`src/rtl/alu_seq_pkg.sv`:
```
// alu_seq shared types: opcodes, FSM states, flag bundle.
package alu_seq_pkg;

  typedef enum logic [3:0] {
    OP_NEG = 4'd0,
    OP_INC = 4'd1,
    OP_ADC = 4'd2,
    OP_ASA = 4'd3,
    OP_AND = 4'd4,
    OP_OR  = 4'd5,
    OP_CAT = 4'd6,
    OP_MUL = 4'd7,
    OP_SUB = 4'd8
  } op_e;

  typedef enum logic [1:0] {
    S_IDLE,
    S_MUL,
    S_FIX
  } state_e;

  typedef struct packed {
    logic zer;
    logic neg;
    logic cout;
    logic ovf;
  } flags_t;

endpackage

```
`src/rtl/alu_seq_mul.sv`:
```
// Iterative unsigned WxW shift-add multiplier core.
module alu_seq_mul
  import alu_seq_pkg::*;
#(
  parameter int W = 16
) (
  input  logic           clk,
  input  logic           rst,
  input  logic           load,
  input  logic           step,
  input  logic [W-1:0]   a,
  input  logic [W-1:0]   b,
  output logic [2*W-1:0] prod,
  output logic           last
);

  localparam int CW = $clog2(W);

  logic [2*W-1:0] mc;
  logic [W-1:0]   mp;
  logic [2*W-1:0] acc;
  logic [CW-1:0]  cnt;

  always_ff @(posedge clk) begin
    if (rst) begin
      mc  <= '0;
      mp  <= '0;
      acc <= '0;
      cnt <= '0;
    end else if (load) begin
      mc  <= {{W{1'b0}}, a};
      mp  <= b;
      acc <= '0;
      cnt <= '0;
    end else if (step) begin
      if (mp[0]) acc <= acc + mc;
      mc  <= mc << 1;
      mp  <= mp >> 1;
      cnt <= cnt + 1'b1;
    end
  end

  assign prod = acc;
  assign last = (cnt == CW'(W - 1));

endmodule

```
`src/rtl/alu_seq.sv`:
```
// Registered ALU with flags, start/busy/done and iterative signed multiply.
module alu_seq
  import alu_seq_pkg::*;
#(
  parameter int W = 16
) (
  input  logic         clk,
  input  logic         rst,
  input  logic         start,
  input  logic [3:0]   opc,
  input  logic [W-1:0] inA,
  input  logic [W-1:0] inB,
  input  logic         inC,
  output logic [W-1:0] outW,
  output logic         zer,
  output logic         neg,
  output logic         cout,
  output logic         ovf,
  output logic         busy,
  output logic         done
);

  state_e state, nxt;
  logic load, step, wr_alu, wr_mul, last, sgn;
  logic [W-1:0] absa, absb;
  logic [2*W-1:0] prod, fixp;
  logic [W:0] hi;

  logic [W-1:0] x, y, res;
  logic [W:0] sum;
  logic ci, add, acout, aovf;

  logic [W-1:0] nres;
  flags_t nflg, flg;

  assign absa = inA[W-1] ? (~inA + 1'b1) : inA;
  assign absb = inB[W-1] ? (~inB + 1'b1) : inB;

  alu_seq_mul #(.W(W)) u_mul (
    .clk  (clk),
    .rst  (rst),
    .load (load),
    .step (step),
    .a    (absa),
    .b    (absb),
    .prod (prod),
    .last (last)
  );

  always_ff @(posedge clk) begin
    if (rst) state <= S_IDLE;
    else     state <= nxt;
  end

  always_comb begin
    nxt    = state;
    load   = 1'b0;
    step   = 1'b0;
    wr_alu = 1'b0;
    wr_mul = 1'b0;
    unique case (state)
      S_IDLE: begin
        if (start) begin
          if (opc == OP_MUL) begin
            load = 1'b1;
            nxt  = S_MUL;
          end else begin
            wr_alu = 1'b1;
          end
        end
      end
      S_MUL: begin
        step = 1'b1;
        if (last) nxt = S_FIX;
      end
      S_FIX: begin
        wr_mul = 1'b1;
        nxt    = S_IDLE;
      end
      default: nxt = S_IDLE;
    endcase
  end

  // NEG and SUB share the adder as x + ~y + 1
  always_comb begin
    x     = '0;
    y     = '0;
    ci    = 1'b0;
    add   = 1'b0;
    res   = '0;
    acout = 1'b0;
    aovf  = 1'b0;
    unique case (opc)
      OP_NEG: begin y = ~inA; ci = 1'b1; add = 1'b1; end
      OP_INC: begin
        x = inA; y = {{(W-1){1'b0}}, 1'b1}; add = 1'b1;
      end
      OP_ADC: begin x = inA; y = inB; ci = inC; add = 1'b1; end
      OP_ASA: begin
        x = inA; y = $signed(inB) >>> 1; add = 1'b1;
      end
      OP_AND: res = inA & inB;
      OP_OR:  res = inA | inB;
      OP_CAT: res = {inA[W/2-1:0], inB[W/2-1:0]};
      OP_SUB: begin x = inA; y = ~inB; ci = 1'b1; add = 1'b1; end
      default: res = '0;
    endcase
    sum = {1'b0, x} + {1'b0, y} + {{W{1'b0}}, ci};
    if (add) begin
      res   = sum[W-1:0];
      acout = sum[W];
      aovf  = (x[W-1] == y[W-1]) && (sum[W-1] != x[W-1]);
    end
  end

  assign fixp = sgn ? (~prod + 1'b1) : prod;
  assign hi   = fixp[2*W-1:W-1];

  always_comb begin
    nres      = wr_mul ? fixp[W-1:0] : res;
    nflg.zer  = (nres == '0);
    nflg.neg  = nres[W-1];
    nflg.cout = wr_mul ? 1'b0 : acout;
    nflg.ovf  = wr_mul ? ~((&hi) | ~(|hi)) : aovf;
  end

  always_ff @(posedge clk) begin
    if (rst) begin
      outW <= '0;
      flg  <= '0;
      done <= 1'b0;
      sgn  <= 1'b0;
    end else begin
      done <= wr_alu | wr_mul;
      if (load) sgn <= inA[W-1] ^ inB[W-1];
      if (wr_alu | wr_mul) begin
        outW <= nres;
        flg  <= nflg;
      end
    end
  end

  assign zer  = flg.zer;
  assign neg  = flg.neg;
  assign cout = flg.cout;
  assign ovf  = flg.ovf;
  assign busy = (state != S_IDLE);

endmodule

```
`config.mk`:
```
export PLATFORM = sky130hd
export DESIGN_NAME = alu_seq
export DESIGN_NICKNAME = d
export VERILOG_FILES = /design/src/rtl/alu_seq_pkg.sv /design/src/rtl/alu_seq_mul.sv /design/src/rtl/alu_seq.sv
export SDC_FILE = /design/constraint.sdc
export NUM_CORES = 1
export LEC_CHECK = 0
export CORE_UTILIZATION = 31
export DETAILED_ROUTE_END_ITERATION = 6
export PLACE_DENSITY = 0.51
export SLEW_MARGIN = 20
export SYNTH_ARGS = -nofsm -noshare
export SYNTH_HDL_FRONTEND = slang
export SYNTH_SLANG_ARGS = --single-unit
```
`constraint.sdc`:
```
create_clock -name clk -period 14.64 [get_ports clk]
set_clock_uncertainty 0.2 [all_clocks]
set_input_delay 2.928 -clock clk [delete_from_list [all_inputs] [get_ports clk]]
set_output_delay 2.928 -clock clk [all_outputs]
set_load 0.005 [all_outputs]
```
==> flow_metrics.env <==
export IMPL_status="finished, final reports clean"
export IMPL_criticalPathCategory="input port to flop"
export IMPL_fin_nets=1392
export IMPL_ys_seq_elements=107
export IMPL_cts_sinks=107
export IMPL_cts_resized=0
export IMPL_vias_per_cell=5.607
export IMPL_startpoint_type="input port"
export IMPL_crit_required_ps=14730
export IMPL_clock_path_buffers=2
export IMPL_p_per_area_nw_per_um2=67.14
export IMPL_p_leak_nw=3.875
export IMPL_cts_made_buffers=9
export IMPL_num_antenna_cells=0
export IMPL_wl_per_cell_um=17.86
export IMPL_setup_violations=0
export IMPL_period_needed_ps=7908
export IMPL_yosysTopAreaCellShare_pct=22.97
export IMPL_grt_pass1_wl_mm=47.98
export IMPL_end_kind="flop"
export IMPL_cts_tree="yes"
export IMPL_place_hpwl_mm=22.33
export IMPL_netlist_area_um2=9324
export IMPL_grt_pass1_vias=8603
export IMPL_drt_pass1_iterations=5
export IMPL_clkTransAtPathRegs_ps=80
export IMPL_track_usage_pct=19.56
export IMPL_synth_ff_type="dfxtp_1"
export IMPL_h_tree_depth=3
export IMPL_maxCapViolations=0
export IMPL_drc=0
export IMPL_fp_dieW_um=175.4
export IMPL_synth_most_common_cell="nand2_1"
export IMPL_slew_headroom_pct=24.88
export IMPL_drt_wl_total_mm=30.21
export IMPL_timing_hold_ws_ps=258.0
export IMPL_yosysWarnings=0
export IMPL_drive_above_1_share_pct=3.994
export IMPL_yosysSeqAreaShare_pct=22.97
export IMPL_syn_to_final_growth_pct=12.64
export IMPL_clk_latency_ps=370
export IMPL_start_util_pct=31.46
export IMPL_drt_initial_drc_count=974
export IMPL_core_rowCount=63
export IMPL_cts_root_buf="clkbuf_16"
export IMPL_dieArea_um2=30770
export IMPL_dp_slack_ps=6442
export IMPL_die_y_um=175.4
export IMPL_post_cts_buffers=0
export IMPL_fin_crit_sh_pct=54.02
export IMPL_grt_max_degree=65
export IMPL_hp_class="flop to flop"
export IMPL_synth_edf_count=0
export IMPL_coreArea_um2=29640
export IMPL_antenna_found_initial=0
export IMPL_worst_slack_ps=6732
export IMPL_synth_avg_cell_area_um2=7.139
export IMPL_synth_cell_types=75
export IMPL_synth_cells=1306
export IMPL_ctsHoldBuffers=0
export IMPL_syn_num_nets=1401
export IMPL_gp_congestion=0.8897
export IMPL_dr_total_vias=9487
export IMPL_drv_slew=0
export IMPL_worst_slew_pin_slew_ps=1123
export IMPL_maxClockFrequency_mhz=126.5
export IMPL_synth_area_leaders="dfxtp_1, nand2_1, ha_1"
export IMPL_peakVddDrop_mv=0.05512
export IMPL_grt_setup_unrepaired="no"
export IMPL_hold_violations=0
export IMPL_ant_nets=0
export IMPL_io_pins=62
export IMPL_path_max_fanout=30
export IMPL_synthArstFlopShare_pct=0
export IMPL_netlist_top_cells_count="nand2_1, a21oi_1, nor2_1"
export IMPL_cp_arrival_ps=8000
export IMPL_timing_setup_tns_ps=0
export IMPL_port_buffers=61
export IMPL_grt_ovfl_total=0
export IMPL_yosys_area_top_type="dfxtp_1"
[metal layers]
layer | track usage (%) | vias to the layer above | routed length (um)
li1 | - | 4755 | -
met1 | 28.60 | 4472 | 15080
met2 | 29.68 | 225 | 13090
met3 | 2.381 | 35 | 1461
met4 | 5.797 | 0 | 582
met5 | 0 | - | 0
[power breakdown]
group          switching [mW]  internal [mW]
Clock                   0.125          0.157
Combinational          0.0724         0.0502
Sequential            0.00349          0.297
[per-stage QoR]
stage	instances	area (um^2)	utilization [%]	power (mW)
2_1_floorplan	1306	9324	-	0.3835
3_3_place_gp	1676	10160	34.28	0.4280
3_5_place_dp	1676	10160	34.28	0.4280
4_1_cts	1692	10500	35.42	0.7125
5_1_grt	1692	10500	35.44	0.7359
6_report	1692	10500	35.44	0.7051
[cell families (layout without fill, tap and decap cells)]
family	after synthesis	count (layout)	share of synthesized area, %
and+or+nand+nor	551	551	28.19
AOI/OAI and AO/OA	388	388	27.95
buffers and inverters	118	114	4.885
DFF	107	107	22.97
xor gates and xnor gates	72	72	6.763
adders and majority gates	55	55	7.622
muxes	15	15	1.610
[placed cells by master (no fill, tap or decap), types with 8 or more instances in the layout]
cell type and n:
a211oi_1 24, nor2_1 122, ha_1 52, or4_1 8, a31oi_1 12, and3_1 9
nand2b_1 21, or3_1 14, o31ai_1 16, o21a_1 14, a311oi_1 30, nand4_1 17
or2_2 10, o41ai_1 10, a21oi_1 122, nor4_1 13, xor2_1 21, buf_4 12
nor3b_1 8, nor3_1 32, clkbuf_16 9, clkdlybuf4s50_1 60, nand3_1 30, o21ai_0 46
nand2_1 211, dfxtp_1 107, o22ai_1 15, mux2i_1 15, inv_1 25, a21o_1 25
xnor2_1 51, o211ai_1 17, nor2b_1 8, and2_1 18
[final timing paths]
| check | start | to | slack (ps) | depth (start not counted) |
|---|---|---|---|---|
| worst max-delay path | opc[1] | zer$_SDFFE_PP0P_ | 6730 | 15 |
| worst min-delay path | cout$_SDFFE_PP0P_ | cout$_SDFFE_PP0P_ | 260 | 2 |
| worst max register to register | u_mul.prod[0]$_SDFFE_PP0P_ | u_mul.prod[28]$_SDFFE_PP0P_ | 11070 | 12 |
| worst min register to register | cout$_SDFFE_PP0P_ | cout$_SDFFE_PP0P_ | 260 | 2 |
[worst max-delay path, cell delays in order]
cell             delay [ps]
clkdlybuf4s50_1         990
nor2_1                  410
nand2_1                 120
or2_2                   430
o21a_1                  230
fa_1                    480
fa_1                    440
nor2b_1                 220
o221ai_1                220
a21oi_1                 240
o221ai_1                230
xnor2_1                 190
a2111oi_0               460
nand4_1                 160
o31ai_1                 230
[area by class of cell]
class,count,area (um^2)
multi-input cells,1081,6746
clock buffers,10,239.0
inverters,25,93.84
clock inverters,6,97.59
repair buffers,73,695.7
flip-flops and latches,107,2142
well taps,390,488.0
fillers,3215,19140
[flip-flops by register name, summed over array words and instances, names as in the netlist]
| register | cells |
|---|---|
| u_mul.mp | 16 |
| ovf | 1 |
| u_mul.prod | 32 |
| outW | 16 |
| cout | 1 |
| zer | 1 |
| state | 2 |
| done | 1 |
| u_mul.mc | 32 |
| u_mul.cnt | 4 |
| sgn | 1 |
No activity file was read; power rests on OpenSTA's default activity.
